**src/rtl/cache_ram_bridge_if.sv**
```systemverilog
// Cache-to-memory bridge bus bundle.
// Holds the per-word cache access signals and the req/ack main-memory port.
//   master : the bridge side (drives ram_ready, block_from_ram, mem_*; samples the rest)
//   slave  : the environment side (cache plus memory model)
// Signals:
//   ram_en, ram_write, ram_addr, dc_data_wb   cache -> bridge word access request
//   ram_ready, block_from_ram                 bridge -> cache completion and read block
//   mem_req, mem_we, mem_addr, mem_wdata      bridge -> memory request
//   mem_ack, mem_rdata                        memory -> bridge completion and read data
interface cache_ram_bridge_if #(
    parameter int unsigned OFFSET_WIDTH = 3,
    parameter int unsigned ADDR_WIDTH   = 30,
    parameter int unsigned DATA_WIDTH   = 32,
    parameter int unsigned BLOCK_SIZE   = 1 << OFFSET_WIDTH,
    parameter int unsigned BLOCK_WIDTH  = DATA_WIDTH * BLOCK_SIZE
) ();
    logic                   ram_en;
    logic                   ram_write;
    logic [ADDR_WIDTH-1:0]  ram_addr;
    logic [BLOCK_WIDTH-1:0] dc_data_wb;
    logic                   ram_ready;
    logic [BLOCK_WIDTH-1:0] block_from_ram;
    logic                   mem_req;
    logic                   mem_we;
    logic [ADDR_WIDTH-1:0]  mem_addr;
    logic [DATA_WIDTH-1:0]  mem_wdata;
    logic                   mem_ack;
    logic [DATA_WIDTH-1:0]  mem_rdata;

    modport master (
        input  ram_en, ram_write, ram_addr, dc_data_wb, mem_ack, mem_rdata,
        output ram_ready, block_from_ram, mem_req, mem_we, mem_addr, mem_wdata
    );

    modport slave (
        output ram_en, ram_write, ram_addr, dc_data_wb, mem_ack, mem_rdata,
        input  ram_ready, block_from_ram, mem_req, mem_we, mem_addr, mem_wdata
    );
endinterface

```
**src/rtl/cache_ram_bridge.sv**
```systemverilog
// Bridge between the cache top level and a word-wide req/ack main memory port.
// Each cache word access becomes one memory transaction; read words are stored into the
// block_from_ram slot picked by the address offset, and a one-cycle ram_ready pulse marks
// each completed word.
// Ports:
//   clk  : single clock, all logic on posedge
//   rst  : synchronous active-high reset, aborts any transaction
//   bus  : cache_ram_bridge_if.master (cache request/ready, block output, memory req/ack)
module cache_ram_bridge #(
    parameter int unsigned OFFSET_WIDTH = 3,
    parameter int unsigned ADDR_WIDTH   = 30,
    parameter int unsigned DATA_WIDTH   = 32,
    parameter int unsigned BLOCK_SIZE   = 1 << OFFSET_WIDTH,
    parameter int unsigned BLOCK_WIDTH  = DATA_WIDTH * BLOCK_SIZE
) (
    input  logic               clk,
    input  logic               rst,
    cache_ram_bridge_if.master bus
);

    typedef enum logic [1:0] {StIdle, StReq, StDone} state_e;

    state_e                                r_state;
    logic                                  r_mem_req;
    logic                                  r_mem_we;
    logic [ADDR_WIDTH-1:0]                 r_mem_addr;
    logic [DATA_WIDTH-1:0]                 r_mem_wdata;
    logic [BLOCK_SIZE-1:0][DATA_WIDTH-1:0] r_block;

    logic [BLOCK_SIZE-1:0][DATA_WIDTH-1:0] w_wb_words;
    logic [OFFSET_WIDTH-1:0]               w_slot_in;
    logic [OFFSET_WIDTH-1:0]               w_slot_req;

    assign w_wb_words = bus.dc_data_wb;
    assign w_slot_in  = bus.ram_addr[OFFSET_WIDTH-1:0];
    // Slot for the returning read comes from the latched address, not the live input.
    assign w_slot_req = r_mem_addr[OFFSET_WIDTH-1:0];

    always_ff @(posedge clk) begin
        if (rst) begin
            r_state     <= StIdle;
            r_mem_req   <= 1'b0;
            r_mem_we    <= 1'b0;
            r_mem_addr  <= '0;
            r_mem_wdata <= '0;
            r_block     <= '0;
        end else begin
            unique case (r_state)
                StIdle: begin
                    if (bus.ram_en) begin
                        r_mem_we    <= bus.ram_write;
                        r_mem_addr  <= bus.ram_addr;
                        r_mem_wdata <= w_wb_words[w_slot_in];
                        r_mem_req   <= 1'b1;
                        r_state     <= StReq;
                    end
                end
                StReq: begin
                    // Request and its payload stay frozen until the ack arrives.
                    if (bus.mem_ack) begin
                        if (!r_mem_we) begin
                            r_block[w_slot_req] <= bus.mem_rdata;
                        end
                        r_mem_req <= 1'b0;
                        r_state   <= StDone;
                    end
                end
                StDone: begin
                    // The cache advances its word counter on this edge, so the next
                    // address is sampled only once back in idle.
                    r_state <= StIdle;
                end
                default: r_state <= StIdle;
            endcase
        end
    end

    // A cache that has left its miss state by the done cycle gets no ready pulse.
    assign bus.ram_ready      = (r_state == StDone) && bus.ram_en;
    assign bus.block_from_ram = r_block;
    assign bus.mem_req        = r_mem_req;
    assign bus.mem_we         = r_mem_we;
    assign bus.mem_addr       = r_mem_addr;
    assign bus.mem_wdata      = r_mem_wdata;

endmodule

```
**src/flat_wrapper.sv**
```systemverilog
// flat-port wrapper written by rule: the top's interface ports become plain ports
module cache_ram_bridge_flat 
#(
    parameter int unsigned OFFSET_WIDTH = 3,
    parameter int unsigned ADDR_WIDTH   = 30,
    parameter int unsigned DATA_WIDTH   = 32,
    parameter int unsigned BLOCK_SIZE   = 1 << OFFSET_WIDTH,
    parameter int unsigned BLOCK_WIDTH  = DATA_WIDTH * BLOCK_SIZE
)
  (clk, rst, bus_ram_en, bus_ram_write, bus_ram_addr, bus_dc_data_wb, bus_mem_ack, bus_mem_rdata, bus_ram_ready, bus_block_from_ram, bus_mem_req, bus_mem_we, bus_mem_addr, bus_mem_wdata);
  cache_ram_bridge_if #(.OFFSET_WIDTH(OFFSET_WIDTH), .ADDR_WIDTH(ADDR_WIDTH), .DATA_WIDTH(DATA_WIDTH), .BLOCK_SIZE(BLOCK_SIZE), .BLOCK_WIDTH(BLOCK_WIDTH)) bus_i ();
  input  logic clk;
  input  logic rst;
  input wire logic [$bits(bus_i.ram_en)-1:0] bus_ram_en;
  input wire logic [$bits(bus_i.ram_write)-1:0] bus_ram_write;
  input wire logic [$bits(bus_i.ram_addr)-1:0] bus_ram_addr;
  input wire logic [$bits(bus_i.dc_data_wb)-1:0] bus_dc_data_wb;
  input wire logic [$bits(bus_i.mem_ack)-1:0] bus_mem_ack;
  input wire logic [$bits(bus_i.mem_rdata)-1:0] bus_mem_rdata;
  output wire logic [$bits(bus_i.ram_ready)-1:0] bus_ram_ready;
  output wire logic [$bits(bus_i.block_from_ram)-1:0] bus_block_from_ram;
  output wire logic [$bits(bus_i.mem_req)-1:0] bus_mem_req;
  output wire logic [$bits(bus_i.mem_we)-1:0] bus_mem_we;
  output wire logic [$bits(bus_i.mem_addr)-1:0] bus_mem_addr;
  output wire logic [$bits(bus_i.mem_wdata)-1:0] bus_mem_wdata;
  assign bus_i.ram_en = bus_ram_en;
  assign bus_i.ram_write = bus_ram_write;
  assign bus_i.ram_addr = bus_ram_addr;
  assign bus_i.dc_data_wb = bus_dc_data_wb;
  assign bus_i.mem_ack = bus_mem_ack;
  assign bus_i.mem_rdata = bus_mem_rdata;
  assign bus_ram_ready = bus_i.ram_ready;
  assign bus_block_from_ram = bus_i.block_from_ram;
  assign bus_mem_req = bus_i.mem_req;
  assign bus_mem_we = bus_i.mem_we;
  assign bus_mem_addr = bus_i.mem_addr;
  assign bus_mem_wdata = bus_i.mem_wdata;
  cache_ram_bridge #(.OFFSET_WIDTH(OFFSET_WIDTH), .ADDR_WIDTH(ADDR_WIDTH), .DATA_WIDTH(DATA_WIDTH), .BLOCK_SIZE(BLOCK_SIZE), .BLOCK_WIDTH(BLOCK_WIDTH)) u_core (.clk(clk), .rst(rst), .bus(bus_i));
endmodule
```
**config.mk**
```make
export PLATFORM = sky130hd
export DESIGN_NAME = cache_ram_bridge_flat
export DESIGN_NICKNAME = d
export VERILOG_FILES = /design/src/rtl/cache_ram_bridge_if.sv /design/src/rtl/cache_ram_bridge.sv /design/src/flat_wrapper.sv
export SDC_FILE = /design/constraint.sdc
export NUM_CORES = 1
export LEC_CHECK = 0
export CAP_MARGIN = 25
export CORE_AREA = 4 4 247 249
export CTS_CLUSTER_DIAMETER = 200
export DETAILED_ROUTE_END_ITERATION = 10
export DIE_AREA = 0 0 251 253
export HOLD_SLACK_MARGIN = 0.1
export RECOVER_POWER = 50
export SYNTH_ARGS = -nofsm -noshare
export SYNTH_HDL_FRONTEND = slang
export SYNTH_SLANG_ARGS = --single-unit
export TNS_END_PERCENT = 30
```
**constraint.sdc**
```tcl
create_clock -name clk -period 2.7 [get_ports clk]
set_input_delay 0.675 -clock clk [delete_from_list [all_inputs] [get_ports clk]]
set_output_delay 0.675 -clock clk [all_outputs]
set_load 0.1 [all_outputs]
```
[Word level (Yosys, flattened, before mapping)]
Index checks and enable logic that the tools add are counted.
Cells by class
  reduce and logical (&&, ||, !) cells: 8
  bitwise logic cells: 1
  magnitude comparators: 3
  equality and inequality tests: 4
  mux-type cells: 11
Operators by type and width (number)
  256-bit bitwise mux: 1
  32-bit binary-select mux with 3-bit select: 1
  32-bit demux with 3-bit select: 1
  32-bit two-way mux: 2
  3-bit by 4-bit less-than comparator with 1-bit output (second input constant): 2
  3-bit AND reduction: 2
  2-bit two-way mux: 2
  2-bit inequality test (second input constant): 2
  2-bit one-hot mux with 2 select lines: 1
  2-bit AND reduction: 2
  3-bit by 1-bit >= comparator with 1-bit output (second input constant): 1
  2-bit by 1-bit == test with 1-bit output (second input constant): 1
  2-bit == test (second input constant): 1
  1-bit logical AND: 2
  2-bit zero test: 1
  1-bit two-way mux: 2
  1-bit one-hot mux with 2 select lines: 1
  2-bit nonzero test: 1
  1-bit NOT: 1
Storage, ports and cells
  logic and storage cells: 40
  flip-flop bits (word level): 322

[Logic depth before layout (Yosys ltp)]
  word-level depth: 5
  mapped depth: 7
  mapped depth without buffers: 4

[Least setup slack after synthesis]
Ideal clock, no wire load.
  path type: register to register
  start: register u_core.r_mem_addr[2] (netlist: u_core.bus.mem_addr[2])
  end: register u_core.r_block (netlist bit u_core.bus.block_from_ram[235])
  arrival: 2209 ps
  setup slack: 358 ps
  period minus slack after synthesis: 2342 ps
  path buffers: 3
  required time: 2568 ps
  cell stages (with the launch flop): 8
  cell sequence: dfxtp_1 buf_1 nand3_1 or2_2 clkbuf_1 clkbuf_1 nand2_1 a21oi_1
Between the ends
  longest elaborated chain between the ends: 5
Ends and longest elaborated chain
  start, declared: line cache_ram_bridge.sv:26  | logic [ADDR_WIDTH-1:0] r_mem_addr;
  start signal, assigned: line cache_ram_bridge.sv:52  | r_mem_addr <= bus.ram_addr;
  3-bit by 4-bit less-than comparator with 1-bit output (not written as such) / 3-bit by 1-bit >= comparator with 1-bit output (equally long branches): line cache_ram_bridge.sv:62  | r_block[w_slot_req] <= bus.mem_rdata;
  1-bit logical AND (not written as such): line cache_ram_bridge.sv:62
  32-bit two-way mux (not written as such): line cache_ram_bridge.sv:62
  32-bit demux with 3-bit select (*)
  256-bit bitwise mux (*): line cache_ram_bridge.sv:62
  end signal, assigned by index: line cache_ram_bridge.sv:62
  end, declared: line cache_ram_bridge.sv:28  | logic [BLOCK_SIZE-1:0][DATA_WIDTH-1:0] r_block;
Mark *: on every way between the ends. The rest lies on a longest branch, timed or not.
A chain may end at the register's enable or synchronous reset.

[Worst setup path in the final report]
  start: input bus_ram_en
  end: output bus_ram_ready
Between the ends
  longest elaborated chain between the ends: 1
Ends and longest elaborated chain
  start, declared: line flat_wrapper.sv:14  | input wire logic [$bits(bus_i.ram_en)-1:0] bus_ram_en;
  1-bit logical AND: line cache_ram_bridge.sv:79  | assign bus.ram_ready = (r_state == StDone) && bus.ram_en;
  end, declared: line flat_wrapper.sv:20  | output wire logic [$bits(bus_i.ram_ready)-1:0] bus_ram_ready;
No other way between the ends.

==> run metrics <==
initial antenna violation count 5; Iteration-0 DRC Markers between 700 and 800; final hold violations 0; CTS max path bufs 3; hold crit path type reg -> reg; flop2flop setup slack 580 ps; outcome finished, final reports clean; Worst Skew 22.6 ps; max_slew headroom 42.2%; HP Start u_core.bus.block_from_ram[5]$_SDFFE_PP0P_; Synth area leader dfxtp_1; final wirelength 63.4 mm; asr flop ratio synth 0%; first-pass GRT wire length 90.7 mm; Detailed Place HPWL 49.5 mm; total gr overflow 0; Distinct cells, synth 35; CP Launch Type input pin; initial core utilization 22.8%; Post-Place Cells 2993; Layout Nets roughly 2.6k; Clk pin slew, worst setup/hold paths 60 ps; CP Capture Type primary output; hold buffers post-CTS 0; FF/Latch Area 6450 µm²; die height between 200 and 300 µm; placer's final routability congestion estimate between 0.8 and 0.9; DRC Markers 0; pin count of the biggest net entering global routing 93; postcts setup bufs 0; Vias/cell 4.57; FILL cells ~6.2k; critical path type in -> out; main combinational cell family by area after synthesis simple AND/OR/NAND/NOR gates; #FFs+latches synth 322; vias in the first global route approximately 14k; Die Area 63500 µm²; footprint of the multi-input gates 6130 µm²; CTS sink cnt 322; Yosys top cell area share 48.2%; growth of design area from synthesis to finish 54.7%; Initial DRT Pass Iterations 6; Reg2Reg Launch Point u_core.r_state[1]$_SDFFE_PP0P_; post-route minimum period approximately 2500 ps; Port Buffers 643; setup violators final 0; Max Cap Viol 0; Synth Area in Simple Gates 20.1%; layout cells sized above 1 between 20% and 30%; H-tree Lvls 2; Root Driver clkbuf_16; worst vdd ir roughly 0.38 mV; most common cell in the netlist nand2_1; cell depth of the worst min-delay path 2; # IOs 644; Final Max Tran Viols 0; worst-skew pair later-pin latency 540 ps; DR vias ~14k; xor and xnor area share after synthesis 0%; Post-Synth Adder-Cell Area 0%; CP max FO 4; Cells after Synth 1678; synth warn 0; Fin Setup TNS 0 ps; worst path arrival time between 1500 and 2000 ps; gr usage total 18.7%; FF-to-FF End u_core.bus.block_from_ram[226]$_SDFFE_PP0P_; RSZ-0062 raised after global routing false; Crit path required time approximately 2000 ps; area of the core ~59000 µm²; Synth area leaders dfxtp_1, nand2_1, a21oi_1; Final Non-Filler Cells slightly above 3k; Pwr per Cell Area a little under 600 nW/µm²; Netlist Area Pre-Place 13400 µm²; hold endpoint u_core.bus.block_from_ram[5]$_SDFFE_PP0P_; Util after Layout 35.2%; Commonest cells post-synth nand2_1, dfxtp_1, a21oi_1, mux2i_1, clkbuf_1; Net Count, Synth 2001; CTS resizes 0; number of flops mapped to enable cells by yosys 0; width of the chip 251 µm; LEAKAGE slightly above 0.008 µW; FF-to-FF path depth 6; row cnt 89; CTS buffer count 38; mux cell area share after synthesis 9.59%; final period utilization between 90% and 100%; ANT nets after route 0; Fmax roughly 400 MHz; placed cell area 20000 µm²; Worst Tran Pin Value about 870 ps; Seq/Total Area, Yosys 48.2%; Design Area, Final 20700 µm²; drt wl/cell 20.7 µm; Compound-Gate Fraction of Synth Area 15.7%; Post-Syn Area per Cell 7.96 µm²; CTS tree yes; most used flip-flop cell after synthesis dfxtp_1
[cells in the final DEF, fill, tap and decap left out, types with 4 or more instances in the layout]
master and count:
nand2_1 575, dfxtp_1 322, a21oi_1 320, clkdlybuf4s50_1 318, clkbuf_2 209, buf_4 159, mux2i_1 128, a22oi_1 64
clkbuf_16 38, nor2_1 34, nor3_1 32, buf_12 20, clkbuf_8 11, clkbuf_1 8, clkinvlp_4 4
[metrics by stage]
step / setup slack [ps] / hold slack (ps) / total power (µW)
5_1_grt: 109 / 469 / 12800
6_report: 226 / 453 / 12300
3_5_place_dp: 97.7 / 447 / 7420
3_3_place_gp: 133 / 443 / 7390
2_1_floorplan: 358 / 506 / 6410
4_1_cts: 166 / 455 / 12600
[final cells by class]
type	count	area share [%]
flip-flops and latches	322	31.2
multi-input cells	1184	29.6
repair buffers	713	28.4
clock buffers	54	5.42
well taps	773	4.68
clock inverters	12	0.587
diodes	2	0.0242
inverters	1	0.0182
[power by group]
part | internal, µW | switching [µW]
sequential | 4860 | 78.6
combinational | 792 | 1500
clock | 3000 | 2090
total | 8660 | 3680
[logic make-up after synthesis]
logic type / Yosys count
AO/OA/AOI/OAI: 387
buffers and inverters: 172
flip-flops: 322
multiplexers: 128
AND/OR/NAND/NOR: 669
[per-layer routing]
metal / share of wire, % / vias to the layer above / track usage [%] / wire [µm]
met1: 40 / 6551 / 22.4 / 25400
met2: 50 / 587 / 33.4 / 31700
li1: - / 6756 / - / -
met3: 7.5 / 93 / 4.58 / 4740
met5: 0.021 / - / 0 / 13
met4: 2.5 / 2 / 5.28 / 1590
[critical path, cell delays in order]
cell	delay, ps
dlygate4sd3_1	570
buf_4	130
and3b_1	220
buf_12	190
[flip-flops by register name, summed over array words and instances, names as in the netlist]
signal / cells
u_core.bus.mem_addr: 30
u_core.bus.mem_wdata: 32
u_core.bus.mem_req: 1
u_core.r_state: 2
u_core.bus.block_from_ram: 256
u_core.bus.mem_we: 1
[worst max-delay path by stage]
stage	depth (start not counted)	start	to	slack (ps)
finish	4	bus_ram_en	bus_ram_ready	230
global route	6	bus_ram_en	u_core.bus.mem_addr[0]$_SDFFE_PP0P_	110
CTS	2	u_core.bus.mem_addr[2]$_SDFFE_PP0P_	bus_mem_addr[2]	170
detailed placement	7	bus_mem_ack	u_core.bus.block_from_ram[218]$_SDFFE_PP0P_	100
global placement	7	bus_mem_ack	u_core.bus.block_from_ram[219]$_SDFFE_PP0P_	130
floorplan	7	u_core.bus.mem_addr[2]$_SDFFE_PP0P_	u_core.bus.block_from_ram[235]$_SDFFE_PP0P_	360
(Power assumes the default switching activity.)
